### src/rtl/axil_arb_pkg.sv
// axil_arb_pkg: shared FSM state type and AXI response codes for the AXI-Lite arbiter
package axil_arb_pkg;
  typedef enum logic [2:0] {IDLE, WR, WR_RESP, RD, RD_RESP} arb_state_t;
  localparam logic [1:0] RESP_OKAY   = 2'b00;
  localparam logic [1:0] RESP_SLVERR = 2'b10;
endpackage

### src/rtl/rr_arb2.sv
// rr_arb2: two-input round-robin picker
// ports: req[1:0] requests, last = most recently served index, winner = picked index, any = some request
module rr_arb2 (
  input  logic [1:0] req,
  input  logic       last,
  output logic       winner,
  output logic       any
);
  assign any    = |req;
  assign winner = &req ? ~last : req[1];
endmodule

### src/rtl/axil_arb2.sv
// axil_arb2: two-master to one-slave AXI4-Lite arbiter, round-robin, one transaction in flight
// ports: clk/rst_n (sync, active-low); s0_axil_*/s1_axil_* master-facing AXI-Lite slaves;
//        m_axil_* toward the shared slave; grant = current/last granted master; busy = not idle
module axil_arb2
  import axil_arb_pkg::*;
#(
  parameter  int DATA_WIDTH = 128,
  parameter  int ADDR_WIDTH = 32,
  localparam int STRB_WIDTH = DATA_WIDTH / 8
) (
  input  logic                  clk,
  input  logic                  rst_n,
  input  logic [ADDR_WIDTH-1:0] s0_axil_awaddr,
  input  logic [2:0]            s0_axil_awprot,
  input  logic                  s0_axil_awvalid,
  output logic                  s0_axil_awready,
  input  logic [DATA_WIDTH-1:0] s0_axil_wdata,
  input  logic [STRB_WIDTH-1:0] s0_axil_wstrb,
  input  logic                  s0_axil_wvalid,
  output logic                  s0_axil_wready,
  output logic [1:0]            s0_axil_bresp,
  output logic                  s0_axil_bvalid,
  input  logic                  s0_axil_bready,
  input  logic [ADDR_WIDTH-1:0] s0_axil_araddr,
  input  logic [2:0]            s0_axil_arprot,
  input  logic                  s0_axil_arvalid,
  output logic                  s0_axil_arready,
  output logic [DATA_WIDTH-1:0] s0_axil_rdata,
  output logic [1:0]            s0_axil_rresp,
  output logic                  s0_axil_rvalid,
  input  logic                  s0_axil_rready,
  input  logic [ADDR_WIDTH-1:0] s1_axil_awaddr,
  input  logic [2:0]            s1_axil_awprot,
  input  logic                  s1_axil_awvalid,
  output logic                  s1_axil_awready,
  input  logic [DATA_WIDTH-1:0] s1_axil_wdata,
  input  logic [STRB_WIDTH-1:0] s1_axil_wstrb,
  input  logic                  s1_axil_wvalid,
  output logic                  s1_axil_wready,
  output logic [1:0]            s1_axil_bresp,
  output logic                  s1_axil_bvalid,
  input  logic                  s1_axil_bready,
  input  logic [ADDR_WIDTH-1:0] s1_axil_araddr,
  input  logic [2:0]            s1_axil_arprot,
  input  logic                  s1_axil_arvalid,
  output logic                  s1_axil_arready,
  output logic [DATA_WIDTH-1:0] s1_axil_rdata,
  output logic [1:0]            s1_axil_rresp,
  output logic                  s1_axil_rvalid,
  input  logic                  s1_axil_rready,
  output logic [ADDR_WIDTH-1:0] m_axil_awaddr,
  output logic [2:0]            m_axil_awprot,
  output logic                  m_axil_awvalid,
  input  logic                  m_axil_awready,
  output logic [DATA_WIDTH-1:0] m_axil_wdata,
  output logic [STRB_WIDTH-1:0] m_axil_wstrb,
  output logic                  m_axil_wvalid,
  input  logic                  m_axil_wready,
  input  logic [1:0]            m_axil_bresp,
  input  logic                  m_axil_bvalid,
  output logic                  m_axil_bready,
  output logic [ADDR_WIDTH-1:0] m_axil_araddr,
  output logic [2:0]            m_axil_arprot,
  output logic                  m_axil_arvalid,
  input  logic                  m_axil_arready,
  input  logic [DATA_WIDTH-1:0] m_axil_rdata,
  input  logic [1:0]            m_axil_rresp,
  input  logic                  m_axil_rvalid,
  output logic                  m_axil_rready,
  output logic                  grant,
  output logic                  busy
);
  arb_state_t state_q, state_d;
  logic gnt_q, gnt_d, last_q, last_d, aw_done_q, aw_done_d, w_done_q, w_done_d;
  logic winner, any, win_wreq;
  logic sel_awvalid, sel_wvalid, sel_arvalid, sel_bready, sel_rready;
  logic st_wr, st_wr_resp, st_rd, st_rd_resp;
  logic aw_fwd, w_fwd;
  rr_arb2 u_rr (
    .req    ({s1_axil_awvalid | s1_axil_arvalid, s0_axil_awvalid | s0_axil_arvalid}),
    .last   (last_q),
    .winner (winner),
    .any    (any)
  );
  assign win_wreq    = winner ? s1_axil_awvalid : s0_axil_awvalid;
  assign sel_awvalid = gnt_q ? s1_axil_awvalid : s0_axil_awvalid;
  assign sel_wvalid  = gnt_q ? s1_axil_wvalid  : s0_axil_wvalid;
  assign sel_arvalid = gnt_q ? s1_axil_arvalid : s0_axil_arvalid;
  assign sel_bready  = gnt_q ? s1_axil_bready  : s0_axil_bready;
  assign sel_rready  = gnt_q ? s1_axil_rready  : s0_axil_rready;
  assign st_wr      = state_q == WR;
  assign st_wr_resp = state_q == WR_RESP;
  assign st_rd      = state_q == RD;
  assign st_rd_resp = state_q == RD_RESP;
  // a channel stays open only until its handshake, so AW/W are never replayed
  assign aw_fwd = st_wr & ~aw_done_q;
  assign w_fwd  = st_wr & ~w_done_q;
  assign m_axil_awaddr  = gnt_q ? s1_axil_awaddr : s0_axil_awaddr;
  assign m_axil_awprot  = gnt_q ? s1_axil_awprot : s0_axil_awprot;
  assign m_axil_wdata   = gnt_q ? s1_axil_wdata  : s0_axil_wdata;
  assign m_axil_wstrb   = gnt_q ? s1_axil_wstrb  : s0_axil_wstrb;
  assign m_axil_araddr  = gnt_q ? s1_axil_araddr : s0_axil_araddr;
  assign m_axil_arprot  = gnt_q ? s1_axil_arprot : s0_axil_arprot;
  assign m_axil_awvalid = aw_fwd & sel_awvalid;
  assign m_axil_wvalid  = w_fwd & sel_wvalid;
  assign m_axil_arvalid = st_rd & sel_arvalid;
  assign m_axil_bready  = st_wr_resp & sel_bready;
  assign m_axil_rready  = st_rd_resp & sel_rready;
  assign s0_axil_awready = aw_fwd & ~gnt_q & m_axil_awready;
  assign s1_axil_awready = aw_fwd &  gnt_q & m_axil_awready;
  assign s0_axil_wready  = w_fwd & ~gnt_q & m_axil_wready;
  assign s1_axil_wready  = w_fwd &  gnt_q & m_axil_wready;
  assign s0_axil_arready = st_rd & ~gnt_q & m_axil_arready;
  assign s1_axil_arready = st_rd &  gnt_q & m_axil_arready;
  assign s0_axil_bvalid  = st_wr_resp & ~gnt_q & m_axil_bvalid;
  assign s1_axil_bvalid  = st_wr_resp &  gnt_q & m_axil_bvalid;
  assign s0_axil_rvalid  = st_rd_resp & ~gnt_q & m_axil_rvalid;
  assign s1_axil_rvalid  = st_rd_resp &  gnt_q & m_axil_rvalid;
  assign s0_axil_bresp = m_axil_bresp;
  assign s1_axil_bresp = m_axil_bresp;
  assign s0_axil_rdata = m_axil_rdata;
  assign s1_axil_rdata = m_axil_rdata;
  assign s0_axil_rresp = m_axil_rresp;
  assign s1_axil_rresp = m_axil_rresp;
  assign grant = gnt_q;
  assign busy  = state_q != IDLE;
  always_comb begin
    state_d   = state_q;
    gnt_d     = gnt_q;
    last_d    = last_q;
    aw_done_d = aw_done_q;
    w_done_d  = w_done_q;
    case (state_q)
      IDLE: if (any) begin
        gnt_d     = winner;
        state_d   = win_wreq ? WR : RD;
        aw_done_d = 1'b0;
        w_done_d  = 1'b0;
      end
      WR: begin
        aw_done_d = aw_done_q | (m_axil_awvalid & m_axil_awready);
        w_done_d  = w_done_q | (m_axil_wvalid & m_axil_wready);
        state_d   = aw_done_d & w_done_d ? WR_RESP : WR;
      end
      WR_RESP: if (m_axil_bvalid & m_axil_bready) begin
        last_d  = gnt_q;
        state_d = IDLE;
      end
      RD: state_d = m_axil_arvalid & m_axil_arready ? RD_RESP : RD;
      RD_RESP: if (m_axil_rvalid & m_axil_rready) begin
        last_d  = gnt_q;
        state_d = IDLE;
      end
      default: state_d = IDLE;
    endcase
  end
  always_ff @(posedge clk) begin
    if (!rst_n) begin
      state_q   <= IDLE;
      gnt_q     <= 1'b0;
      last_q    <= 1'b1;
      aw_done_q <= 1'b0;
      w_done_q  <= 1'b0;
    end else begin
      state_q   <= state_d;
      gnt_q     <= gnt_d;
      last_q    <= last_d;
      aw_done_q <= aw_done_d;
      w_done_q  <= w_done_d;
    end
  end
endmodule

### config.mk
export PLATFORM = sky130hd
export DESIGN_NAME = axil_arb2
export DESIGN_NICKNAME = d
export VERILOG_FILES = /design/src/rtl/axil_arb_pkg.sv /design/src/rtl/rr_arb2.sv /design/src/rtl/axil_arb2.sv
export SDC_FILE = /design/constraint.sdc
export NUM_CORES = 1
export LEC_CHECK = 0
export ABC_CLOCK_PERIOD_IN_PS = 3500
export CAP_MARGIN = 20
export CORE_AREA = 2 2 417 419
export DETAILED_ROUTE_END_ITERATION = 12
export DIE_AREA = 0 0 419 421
export PLACE_DENSITY_LB_ADDON = 0.2
export SKIP_CTS_REPAIR_TIMING = 1
export SYNTH_ARGS = -nofsm -noshare
export SYNTH_HDL_FRONTEND = slang
export SYNTH_SLANG_ARGS = --single-unit
### constraint.sdc
create_clock -name clk -period 3.5 [get_ports clk]
set_input_delay 0.875 -clock clk [delete_from_list [all_inputs] [get_ports clk]]
set_output_delay 0.875 -clock clk [all_outputs]
set_load 0.05 [all_outputs]
==> results.py <==
metrics = {
    "sta": {
        "whs_ps": 585,
        "slew_viol_final": 0,
        "fmax_mhz": 316,
        "setup_tns_ps": 0,
        "worstMarginPinSlew_ps": 583,
        "min_period_ps": 3170,
        "fin_crit_sh_pct": 90.5,
        "final_hold_viol_count": 0,
        "rsz0062_at_grt": "no",
        "relSlewSlack_pct": 60.8,
        "finalSetupViolCount": 0,
        "finalClockSkew_ps": 0.302,
    },
    "job": {
        "cap_viol_max_count": 0,
    },
    "worst_setup_path": {
        "r2r_slack_ps": 1320,
        "end_kind": "output port",
        "critical_path_required_ps": 2620,
        "cp_cell_sequence": "clkdlybuf4s50_1, mux2i_1, nor3_1, buf_12",
        "cp.arrival_ps": 2290,
        "crit_start": "s1_axil_awvalid",
        "slowest_delay_ps": 570,
        "worstSetupPathType": "primary input to output port",
        "critical_path.endpoint": "m_axil_awvalid",
        "startpoint_type": "primary input",
        "worstPathMaxFanout": 5,
        "r2r_end": "last_q",
        "crit_slowest_cell": "clkdlybuf4s50_1",
        "r2r_start": "grant",
        "critPathBufInv": 2,
        "reg2reg_depth": 7,
        "critPathTopFamily": "buffers and inverters",
        "cp.depth": 4,
    },
    "global_route": {
        "grt_first_pass_wirelength_mm": 92.2,
        "track_usage_pct": 8.47,
        "grt_overflow_total": 0,
        "grt_max_degree": 66,
        "first_global_vias": 6455,
        "antenna_found_initial": 115,
    },
    "detailed_routing": {
        "drt_first_pass_iters": 4,
        "drt_iter0_markers": 200,
        "drc": 0,
        "antenna_left": 0,
        "via_per_inst": 1.88,
        "wl_mm": 79.0,
        "vias": 6254,
        "wire_per_inst_um": 23.8,
    },
    "synth": {
        "synth_most_common_cell": "buf_4",
        "synth_flop_cell": "dfxtp_1",
        "synth_nets": 1161,
        "ys_warn_count": 0,
        "seq_area_frac_synth_pct": 2.74,
        "ys_types": 34,
        "synth_common_cells": "264 x buf_4, 216 x mux2_2, 23 x buf_2",
        "synth_top_area_cell": "mux2_2",
        "netlist_instances": 584,
        "synth_area_mm2": 0.00511,
        "synth_top_cells_by_area": "mux2_2 48%, buf_4 39%, dfxtp_1 2.7%, buf_2 2.3%, nor2_1 1.2%",
        "synth_edf_count": 0,
        "yosysTopAreaCellShare_pct": 47.6,
        "avgSynthCellArea_um2": 8.75,
        "async_flop_share_pct": 0,
        "synth-seq-cells": 7,
    },
    "placement": {
        "io_buffers": 675,
        "placed_cells": 3306,
        "dp_hpwl_mm": 75.6,
        "gp_congestion": 0.815,
    },
    "clocking": {
        "htreeDepth": 1,
        "clk_latency_ps": 230,
        "path_clk_slew_ps": 40,
        "clock_path_buffers": 2,
        "cts_root_buf": "clkbuf_16",
        "cts_tree": "yes",
        "clkSinkCount": 7,
        "cts_buffers": 3,
    },
    "cells_and_area": {
        "instances_no_fill": 3327,
        "area_growth_syn_to_layout_pct": 146,
        "drive_gt1_share_pct": 47.2,
        "finish.net_count": 1563,
        "final_util_pct": 7.28,
    },
    "power_and_ir_drop": {
        "power_switching_uw": 1470,
        "clockPowerShare_pct": 7.1,
        "p_int_uw": 1290,
        "p_leak_uw": 0.00401,
        "switching_share_pct": 53.3,
        "pwr-share-seq_pct": 4.0,
        "p_per_area_mw_per_mm2": 220,
        "worst_ir_drop_vdd_v": 0.000134,
        "p_comb_share_pct": 88.9,
    },
    "die": {
        "core_mm2": 0.172,
        "pin_count": 1072,
        "initial_core_util_pct": 2.96,
        "fp.dieH_um": 421,
        "rows": 153,
        "die_area_mm2": 0.176,
        "die_w_um": 419,
    },
    "outcome": {
        "status": "finished clean",
    },
    "hold_path": {
        "hold_class": "flop to flop",
    },
}
==> power groups by stage <==
stage          registers [µW]  clock network [µW]  logic, µW
6_report                  112                 195       2460
5_1_grt                   115                 204       2550
4_1_cts                   114                 202       2500
3_5_place_dp              115                   0       2490
3_3_place_gp              115                   0       2500
2_1_floorplan             101                   0       2150
==> kinds of logic after synthesis <==
logic type             share of synthesized area [%]
AO/OA/AOI/OAI                                   2.74
buffers and inverters                           41.6
flip-flops                                      2.74
multiplexers                                    48.3
AND/OR/NAND/NOR                                 4.65
==> final cells by class <==
type                    instances  area (µm²)
multi-input cells             285        2850
fillers                     20200      160000
flip-flops and latches          7         144
inverters                       2        7.51
diodes                         17        42.5
well taps                    2325        2910
repair buffers                687        6520
clock buffers                   4        78.8
==> flip-flops by register name (all words and copies together) (netlist names) <==
signal,flops
w_done_q,1
grant,1
aw_done_q,1
last_q,1
state_q,3
==> metrics by stage <==
stage	setup WS [ps]	cell area (µm²)	total power, µW
CTS	246	12500	2820
detailed placement	251	12400	2610
global route	201	12500	2870
global placement	337	12400	2610
floorplan	594	5110	2260
finish	331	12600	2770
==> worst min-delay path: cells and delay by family, from the launching register on <==
family         cells  cell delay [ps]
AO/OA/AOI/OAI      2              180
flip-flops         1              330
==> how the worst min path moves through the flow <==
| stage | from | to | slack (ps) | cells past startpoint |
|---|---|---|---|---|
| after floorplan | last_q | last_q | 510 | 2 |
| after global placement | last_q | last_q | 580 | 2 |
| after detailed placement | last_q | last_q | 580 | 2 |
| after CTS | last_q | last_q | 590 | 2 |
| after global routing | last_q | last_q | 610 | 2 |
| final | last_q | last_q | 590 | 2 |
==> layout by cell type (no fill, tap or decap), types with 3 or more instances in the layout <==
cell type          n
nor2b_1            5
nor2_1            16
o21ai_0            5
dfxtp_1            6
nand3_1            3
clkdlybuf4s50_1  446
nand2_1            9
mux2_2           216
buf_12            20
and2_1             3
clkbuf_16          3
buf_4            221
diode_2           17
==> per-layer routing <==
layer	part of all wire [%]	track usage, %	vias to the layer above
met2	50	15.2	562
met3	19	7.97	299
met4	3.0	1.58	106
met5	0.98	0.847	-
li1	-	-	2556
met1	27	6.48	2731
Power figures use the tool's default switching activity.
